$ cat config.mk
export PLATFORM = sky130hd
export DESIGN_NAME = producto_bcd
export DESIGN_NICKNAME = d
export VERILOG_FILES = /design/src/rtl/producto_bcd.sv
export SDC_FILE = /design/constraint.sdc
export NUM_CORES = 1
export LEC_CHECK = 0
export BUFFER_PORTS_ARGS = -buffer_cell sky130_fd_sc_hd__buf_2
export CORE_UTILIZATION = 40
export DETAILED_ROUTE_END_ITERATION = 16
export GPL_TIMING_DRIVEN = 0
export PLACE_DENSITY = 0.71
export SYNTH_ARGS = -nofsm -noshare
export SYNTH_HDL_FRONTEND = slang
export SYNTH_SLANG_ARGS = --single-unit
$ cat constraint.sdc
create_clock -name Clock -period 2.42 [get_ports Clock]
set_clock_uncertainty 0.1 [all_clocks]
set_input_delay 0 -clock Clock [delete_from_list [all_inputs] [get_ports Clock]]
set_output_delay 0 -clock Clock [all_outputs]
set_load 0.03 [all_outputs]
$ cat src/rtl/producto_bcd.sv
// ============================================================================
//  producto_bcd : converts the multiplier product to packed BCD by
//                 double-dabble, one bit per clock. Rev 1.0
// ============================================================================
`default_nettype none

module producto_bcd #(
   parameter int WIDTH  = 17,
   parameter int DIGITS = 6,
   parameter int CW     = 5
) (
   input  logic                  Clock,
   input  logic                  Reset,
   input  logic                  Ready_in,
   input  logic [WIDTH-1:0]      Producto,
   output logic [4*DIGITS-1:0]   BCD,
   output logic                  Busy,
   output logic                  Done
);

   typedef enum logic [1:0] {
      S_IDLE  = 2'd0,
      S_SHIFT = 2'd1,
      S_DONE  = 2'd2
   } state_t;

   state_t                  state;
   state_t                  state_nxt;
   logic                    ready_q;
   logic                    start;
   logic                    last_shift;
   logic [WIDTH-1:0]        bin_reg;
   logic [4*DIGITS-1:0]     scratch;
   logic [4*DIGITS-1:0]     corrected;
   logic [4*DIGITS+WIDTH-1:0] joined;
   logic [CW-1:0]           counter;

   // ready_q resets high so a Ready_in already high at reset release is not an edge
   assign start      = Ready_in & ~ready_q;
   assign last_shift = (counter == CW'(1));

   for (genvar i = 0; i < DIGITS; i++) begin : g_digit
      assign corrected[4*i +: 4] = (scratch[4*i +: 4] >= 4'd5) ?
                                   (scratch[4*i +: 4] + 4'd3) :
                                    scratch[4*i +: 4];
   end

   assign joined = {corrected, bin_reg} << 1;

   always_ff @(posedge Clock or negedge Reset) begin
      if (!Reset) state <= S_IDLE;
      else        state <= state_nxt;
   end

   always_comb begin
      state_nxt = state;
      Busy      = 1'b0;
      Done      = 1'b0;
      case (state)
         S_IDLE:  if (start) state_nxt = S_SHIFT;
         S_SHIFT: begin
            Busy = 1'b1;
            if (last_shift) state_nxt = S_DONE;
         end
         S_DONE: begin
            Done      = 1'b1;
            state_nxt = S_IDLE;
         end
         default: state_nxt = S_IDLE;
      endcase
   end

   always_ff @(posedge Clock or negedge Reset) begin
      if (!Reset) begin
         ready_q <= 1'b1;
         bin_reg <= '0;
         scratch <= '0;
         counter <= '0;
         BCD     <= '0;
      end else begin
         ready_q <= Ready_in;
         case (state)
            S_IDLE: begin
               if (start) begin
                  bin_reg <= Producto;
                  scratch <= '0;
                  counter <= CW'(WIDTH);
               end
            end
            S_SHIFT: begin
               scratch <= joined[4*DIGITS+WIDTH-1 : WIDTH];
               bin_reg <= joined[WIDTH-1:0];
               counter <= counter - CW'(1);
               if (last_shift) BCD <= joined[4*DIGITS+WIDTH-1 : WIDTH];
            end
            default: ;
         endcase
      end
   end

endmodule

`default_nettype wire
==> results of run 1 <==
## cells in the final DEF, fill, tap and decap left out, drive strengths merged, types with 3 or more instances in the layout
master / synthesis / final
mux2i: 6 / 6
nor3: 8 / 8
nand3: 9 / 9
a22o: 13 / 13
inv: 16 / 16
a22oi: 16 / 16
dlygate4sd3: 0 / 20
dfrtp: 72 / 72
nor4b: 3 / 3
nand2b: 7 / 7
buf: 7 / 53
a21oi: 19 / 19
o21ai: 31 / 31
mux2: 13 / 13
nand2: 57 / 57
xnor2: 6 / 6
ha: 14 / 14
nor3b: 11 / 11
clkbuf: 8 / 19
## metrics by stage
step,setup slack [ns],utilization [%]
floorplan,0.7404,-
global placement,0.5892,45.85
detailed placement,0.5316,46.21
CTS,0.3446,50.86
global route,0.2427,50.86
finish,0.3515,50.86
## kinds of logic after synthesis
| logic type | Yosys count |
|---|---|
| compound gates | 80 |
| buf+inv | 31 |
| flops | 73 |
| fa+ha+maj | 14 |
| simple gates | 99 |
| xor+xnor | 6 |
| mux | 19 |
## worst paths after layout
path                                        startpoint                       to  slack (ns)
worst max register to register  counter[1]$_DFFE_PN0P_      BCD[18]$_DFFE_PN0P_        0.52
worst min-delay path                             Reset  scratch[17]$_DFFE_PN0P_        0.09
worst min register to register     BCD[11]$_DFFE_PN0P_      BCD[11]$_DFFE_PN0P_        0.38
min in group Clock                            Ready_in        ready_q$_DFF_PN1_        0.21
worst max-delay path              state[1]$_DFFE_PN0P_                     Busy        0.35
max in group asynchronous                        Reset   scratch[9]$_DFFE_PN0P_        1.07
## report_power, final
part	total, mW	internal, mW	switching (mW)
clock network	0.924	0.492	0.433
registers	2.18	1.75	0.437
logic	2.72	1.10	1.62
total	5.83	3.34	2.49
## repair_timing
item,CTS,global route
hold endpoints to repair,90,0
setup endpoints to repair,0,0
hold buffers,20,0
buffers inserted,0,0
## metal layers
metal | vias up | global-route usage (%) | routed length, um
met3 | 10 | 5.233 | 380
met5 | - | 0 | 0
met2 | 70 | 32.97 | 3677
met1 | 1300 | 23.12 | 3416
li1 | 1274 | - | -
met4 | 0 | 5.808 | 95
## worst reg2reg max path, delay by kind of cell (launching register included)
family | cells | cell delay (ns)
flops | 1 | 0.41
simple gates | 2 | 0.40
buf+inv | 3 | 0.39
mux | 1 | 0.34
fa+ha+maj | 1 | 0.14
## area by class of cell
| cell class | instances | area [um^2] | share of cell area, % |
|---|---|---|---|
| multi-input cells | 218 | 1464 | 34.85 |
| clock inverters | 3 | 42.54 | 1.013 |
| repair buffers | 66 | 455.4 | 10.84 |
| plain buffers | 15 | 77.57 | 1.847 |
| flip-flops and latches | 73 | 1828 | 43.52 |
| inverters | 16 | 60.06 | 1.430 |
| well taps | 105 | 131.4 | 3.128 |
| clock buffers | 11 | 141.4 | 3.366 |
==> impl_metrics.tcl, run 1 <==
set metrics [dict create \
    syn_nets 356 \
    overflow 0 \
    yosysUniqueCellTypes 33 \
    clock_latency_ns 0.35 \
    dp.final_hpwl_um 5032 \
    detail-route-antenna-nets 0 \
    path_delay_family "buffers and inverters" \
    cts_resized 0 \
    crit_chain "nand2b_1 -> buf_4 -> inv_2 -> clkbuf_1 -> buf_2" \
    drive_above_1_share_pct 21.14 \
    p_leak_nw 2.043 \
    synth_commonest_cells "72 x dfrtp_1, 56 x nand2_1, 29 x o21ai_0" \
    drt_iter0_markers 139 \
    placed_cell_area_um2 3816 \
    gp_congestion 0.8273 \
    report.final.slew_viol_count 0 \
    worstSetupPathType "reg -> out" \
    vdd_ir_drop_max_v 0.0006807 \
    worstMarginPinSlew_ns 0.6932 \
    synthCells 322 \
    setup_violations 0 \
    final_cell_count_no_fill 507 \
    die-area_um2 8948 \
    core_um2 8258 \
    status "complete, no violations" \
    muxShareOfSynthArea_pct 6.895 \
    ys_seq_area_share_pct 53.30 \
    synth_compound_area_share_pct 14.34 \
    fp.dieW_um 94.60 \
    fillCellCount 765 \
    worstPathArrival_ns 1.97 \
    fin_setup_tns_ns 0 \
    powerDensity_nw_per_um2 1387 \
    cts_root_buffer "clkbuf_8" \
    synth-seq-cells 73 \
    postLayoutCellArea_um2 4200 \
    cts_made_buffers 9 \
    period_needed_ns 2.069 \
    post-synth-top-count-cell "dfrtp_1" \
    num_vias 2654 \
    nets 433 \
    dr.pass1.iters 4 \
    htreeDepth 3 \
    yosys.area_share.simple_pct 14.81 \
    timing.fmax_ghz 0.4834 \
    port_buffers 45 \
    grt_use_total_pct 19.06 \
    r2r_cells 7 \
    antenna_found_initial 0 \
    antennaDiodeCount 0 \
    synthAdderAreaFrac_pct 5.108 \
    synth_warnings 0 \
    finalPower_mw 5.828 \
    clkTransAtPathRegs_ns 0.07 \
    yosysTopAreaCell "dfrtp_1" \
    die_h_um 94.60 \
    hold_viol_final 0 \
    wl_um 7568 \
    synth_xor_area_share_pct 1.532 \
    synth_top_area_share_pct 52.54 \
    synth_enable_flop_cells 0 \
    start_util_pct 41.53 \
    syn2layout_area_growth_pct 22.47 \
    cts_sinks 73 \
    tritoncts "yes" \
    io_pins 46 \
    cap_viol_max_count 0 \
    ys_async_sr_fraction_pct 100.0 \
    dpl.cell_count 473 \
    ys.flop_type "dfrtp_1" \
    grt_start_max_net_pins 58 \
    crit_path_end_kind "output port" \
    vias_per_cell 5.235 \
    critical_path_required_ns 2.32 \
    path_depth 5 \
    rows 33 \
    crit_buf_inv 4 \
    period_share_pct 85.48 \
    netlist_area_um2 3430 \
    grt_pass1_wl_um 12970 \
    clockBufferDepth 2 \
    cp-start-kind "flop" \
    syn_area_per_cell_um2 10.65 \
    hold_ws_ns 0.08703 \
    synth_top_family_by_area "simple AND/OR/NAND/NOR gates" \
    rsz0062_at_grt "false" \
    grt_pass1_vias 2718 \
    cp_slowest_stage_delay_ns 0.47 \
    crit_path_top_delay_cell "clkbuf_1" \
    hold_path.class "in -> async" \
    yosys-top-cells-area "dfrtp_1 53%, nand2_1 6.1%, ha_1 5.1%" \
    cp_max_fo 10 \
    wl_per_cell_um 14.93 \
    drc 0 \
    maxSlewHeadroom_pct 53.63 \
]
No activity file was read; power rests on OpenSTA's default activity.
==> run 2, diff against run 1 <==
--- a/config.mk
+++ b/config.mk
@@ -6,10 +6,13 @@
 export NUM_CORES = 1
 export LEC_CHECK = 0
 export BUFFER_PORTS_ARGS = -buffer_cell sky130_fd_sc_hd__buf_2
+export CELL_PAD_IN_SITES_DETAIL_PLACEMENT = 1
+export CELL_PAD_IN_SITES_GLOBAL_PLACEMENT = 1
 export CORE_UTILIZATION = 40
 export DETAILED_ROUTE_END_ITERATION = 16
 export GPL_TIMING_DRIVEN = 0
-export PLACE_DENSITY = 0.71
+export PLACE_DENSITY = 0.84
+export RECOVER_POWER = 100
 export SYNTH_ARGS = -nofsm -noshare
 export SYNTH_HDL_FRONTEND = slang
 export SYNTH_SLANG_ARGS = --single-unit
==> run 2 against run 1 <==
Net effect: largest power group unchanged; register-to-register slack worse by 0.29 ns; via count grew 3.8%; utilization shrank 0.65 points; die area unchanged; cell area decreased by 1.3%; routed wire length grew 16%; setup slack worse by 0.15 ns; maximum frequency decreased by 6.6%; worst hold slack improved by 0.11 ns; highest routed layer unchanged.
==> impl_metrics.tcl, run 2 (same netlist as run 1, synthesis figures left out) <==
set metrics [dict create \
    r2r_slack_ns 0.23 \
    core_um2 8258 \
    critical_path_required_ns 2.32 \
    grt_pass1_vias 2946 \
    gp_congestion 0.7674 \
    status "complete, no violations" \
    grt_use_total_pct 21.37 \
    cts_sinks 73 \
    worstPathArrival_ns 2.12 \
    clock_latency_ns 0.36 \
    overflow 0 \
    crit_path_frequent_cell "clkbuf_1" \
    cts_resized 0 \
    syn2layout_area_growth_pct 20.90 \
    finish.utilization_pct 50.21 \
    rows 33 \
    grt_use_met1_pct 26.12 \
    powerDensity_nw_per_um2 1444 \
    vdd_ir_drop_max_v 0.0005702 \
    cts_made_buffers 9 \
    nets 434 \
    detail-route-antenna-nets 0 \
    wl_per_cell_um 17.19 \
    worstSetupPathType "reg -> out" \
    path_delay_family "buffers and inverters" \
    mostFrequentLayoutCell "dfrtp_1" \
    cp_slowest_stage_delay_ns 0.51 \
    timing.fmax_ghz 0.4515 \
    fillCellCount 938 \
    die_h_um 94.60 \
    fp.dieW_um 94.60 \
    fin_setup_tns_ns 0 \
    htreeDepth 3 \
    post_cts_buffers 0 \
    port_buffers 45 \
    cts_root_buffer "clkbuf_8" \
    crit_buf_inv 4 \
    cp-start-kind "flop" \
    num_vias 2756 \
    gr-usage-met2_pct 37.38 \
    cp_max_fo 10 \
    start_util_pct 41.53 \
    dr.pass1.iters 4 \
    tritoncts "yes" \
    drt_iter0_markers 84 \
    report.final.slew_viol_count 0 \
    hold_viol_final 0 \
    drive_above_1_share_pct 12.10 \
    grt_start_max_net_pins 50 \
    grt_pass1_wl_um 14330 \
    hold_buffers 21 \
    crit_path_top_delay_cell "clkbuf_1" \
    drc 0 \
    worstMarginPinSlew_ns 1.238 \
    wl_um 8769 \
    maxSlewHeadroom_pct 17.46 \
    rsz0062_at_grt "false" \
    die-area_um2 8948 \
    grt_busiest_layer "met2" \
    hold_path.class "in -> reg" \
    antenna_found_initial 0 \
    cap_viol_max_count 0 \
    vias_per_cell 5.404 \
    setup_violations 0 \
    io_pins 46 \
    final_cell_mix "72 x dfrtp_1, 57 x nand2_1, 38 x clkbuf_1, 31 x o21ai_0, 21 x dlygate4sd3_1" \
    clockBufferDepth 2 \
    period_share_pct 91.53 \
    period_needed_ns 2.215 \
    p_leak_nw 1.938 \
    crit_chain "nand2b_1 -> clkbuf_1 -> inv_2 -> clkbuf_1 -> clkbuf_2" \
    dp.final_hpwl_um 5810 \
    clkTransAtPathRegs_ns 0.07 \
    crit_path_end_kind "output port" \
    antennaDiodeCount 0 \
    met3_usage_pct 4.911 \
]
## run 2: cell types whose count changed in the layout (fill, tap and decap cells not counted), moves of 2 or more
cell and delta:
buf_2 -30, clkbuf_1 +29, clkbuf_2 +3, mux2_1 +6, mux2_4 -6, o21ai_0 +2
o21ai_1 -2
## run 2: area by class of cell
| cell class | count | area, um^2 | share of cell area, % |
|---|---|---|---|
| sequential | 73 | 1828 | 44.09 |
| buffer | 15 | 60.06 | 1.448 |
| clock inverter | 5 | 77.57 | 1.871 |
| timing repair buffer | 67 | 410.4 | 9.897 |
| clock buffer | 11 | 151.4 | 3.651 |
| tap | 105 | 131.4 | 3.168 |
| inverter | 16 | 60.06 | 1.448 |
| multi-input combinational | 218 | 1428 | 34.43 |
## run 2: worst paths after layout
path                            cells past startpoint                     from                       to
worst max register to register                      7     state[1]$_DFFE_PN0P_       BCD[2]$_DFFE_PN0P_
worst min register to register                      2  bin_reg[14]$_DFFE_PN0P_  bin_reg[14]$_DFFE_PN0P_
min in group asynchronous                           3                    Reset  scratch[11]$_DFFE_PN0P_
worst max-delay path                                5     state[1]$_DFFE_PN0P_                     Busy
worst min-delay path                                2                 Ready_in        ready_q$_DFF_PN1_
max in group asynchronous                           4                    Reset      BCD[17]$_DFFE_PN0P_
## run 2: power by group
| part | switching [mW] | internal (mW) | total (mW) |
|---|---|---|---|
| Clock | 0.459 | 0.633 | 1.09 |
| Combinational | 1.72 | 0.983 | 2.70 |
| Sequential | 0.448 | 1.75 | 2.19 |
## run 2: metal layers
layer / part of all wire (%) / up-vias
met4: 1.2 / 0
met1: 44 / 1404
li1: - / 1283
met5: 0 / -
met3: 4.1 / 11
met2: 51 / 58
## run 2: per-stage QoR
stage | hold WS, ns | std cells | power [mW] | setup slack, ns | cell area, um^2
floorplan | -0.3956 | 322 | 4.143 | 0.7404 | 3430
global placement | 0.02593 | 472 | 4.805 | 0.5804 | 3786
detailed placement | -0.1648 | 473 | 5.013 | 0.5412 | 3816
CTS | 0.1985 | 510 | 6.175 | 0.2193 | 4255
global route | 0.2075 | 510 | 6.408 | 0.04544 | 4146
finish | 0.2018 | 510 | 5.987 | 0.2049 | 4146
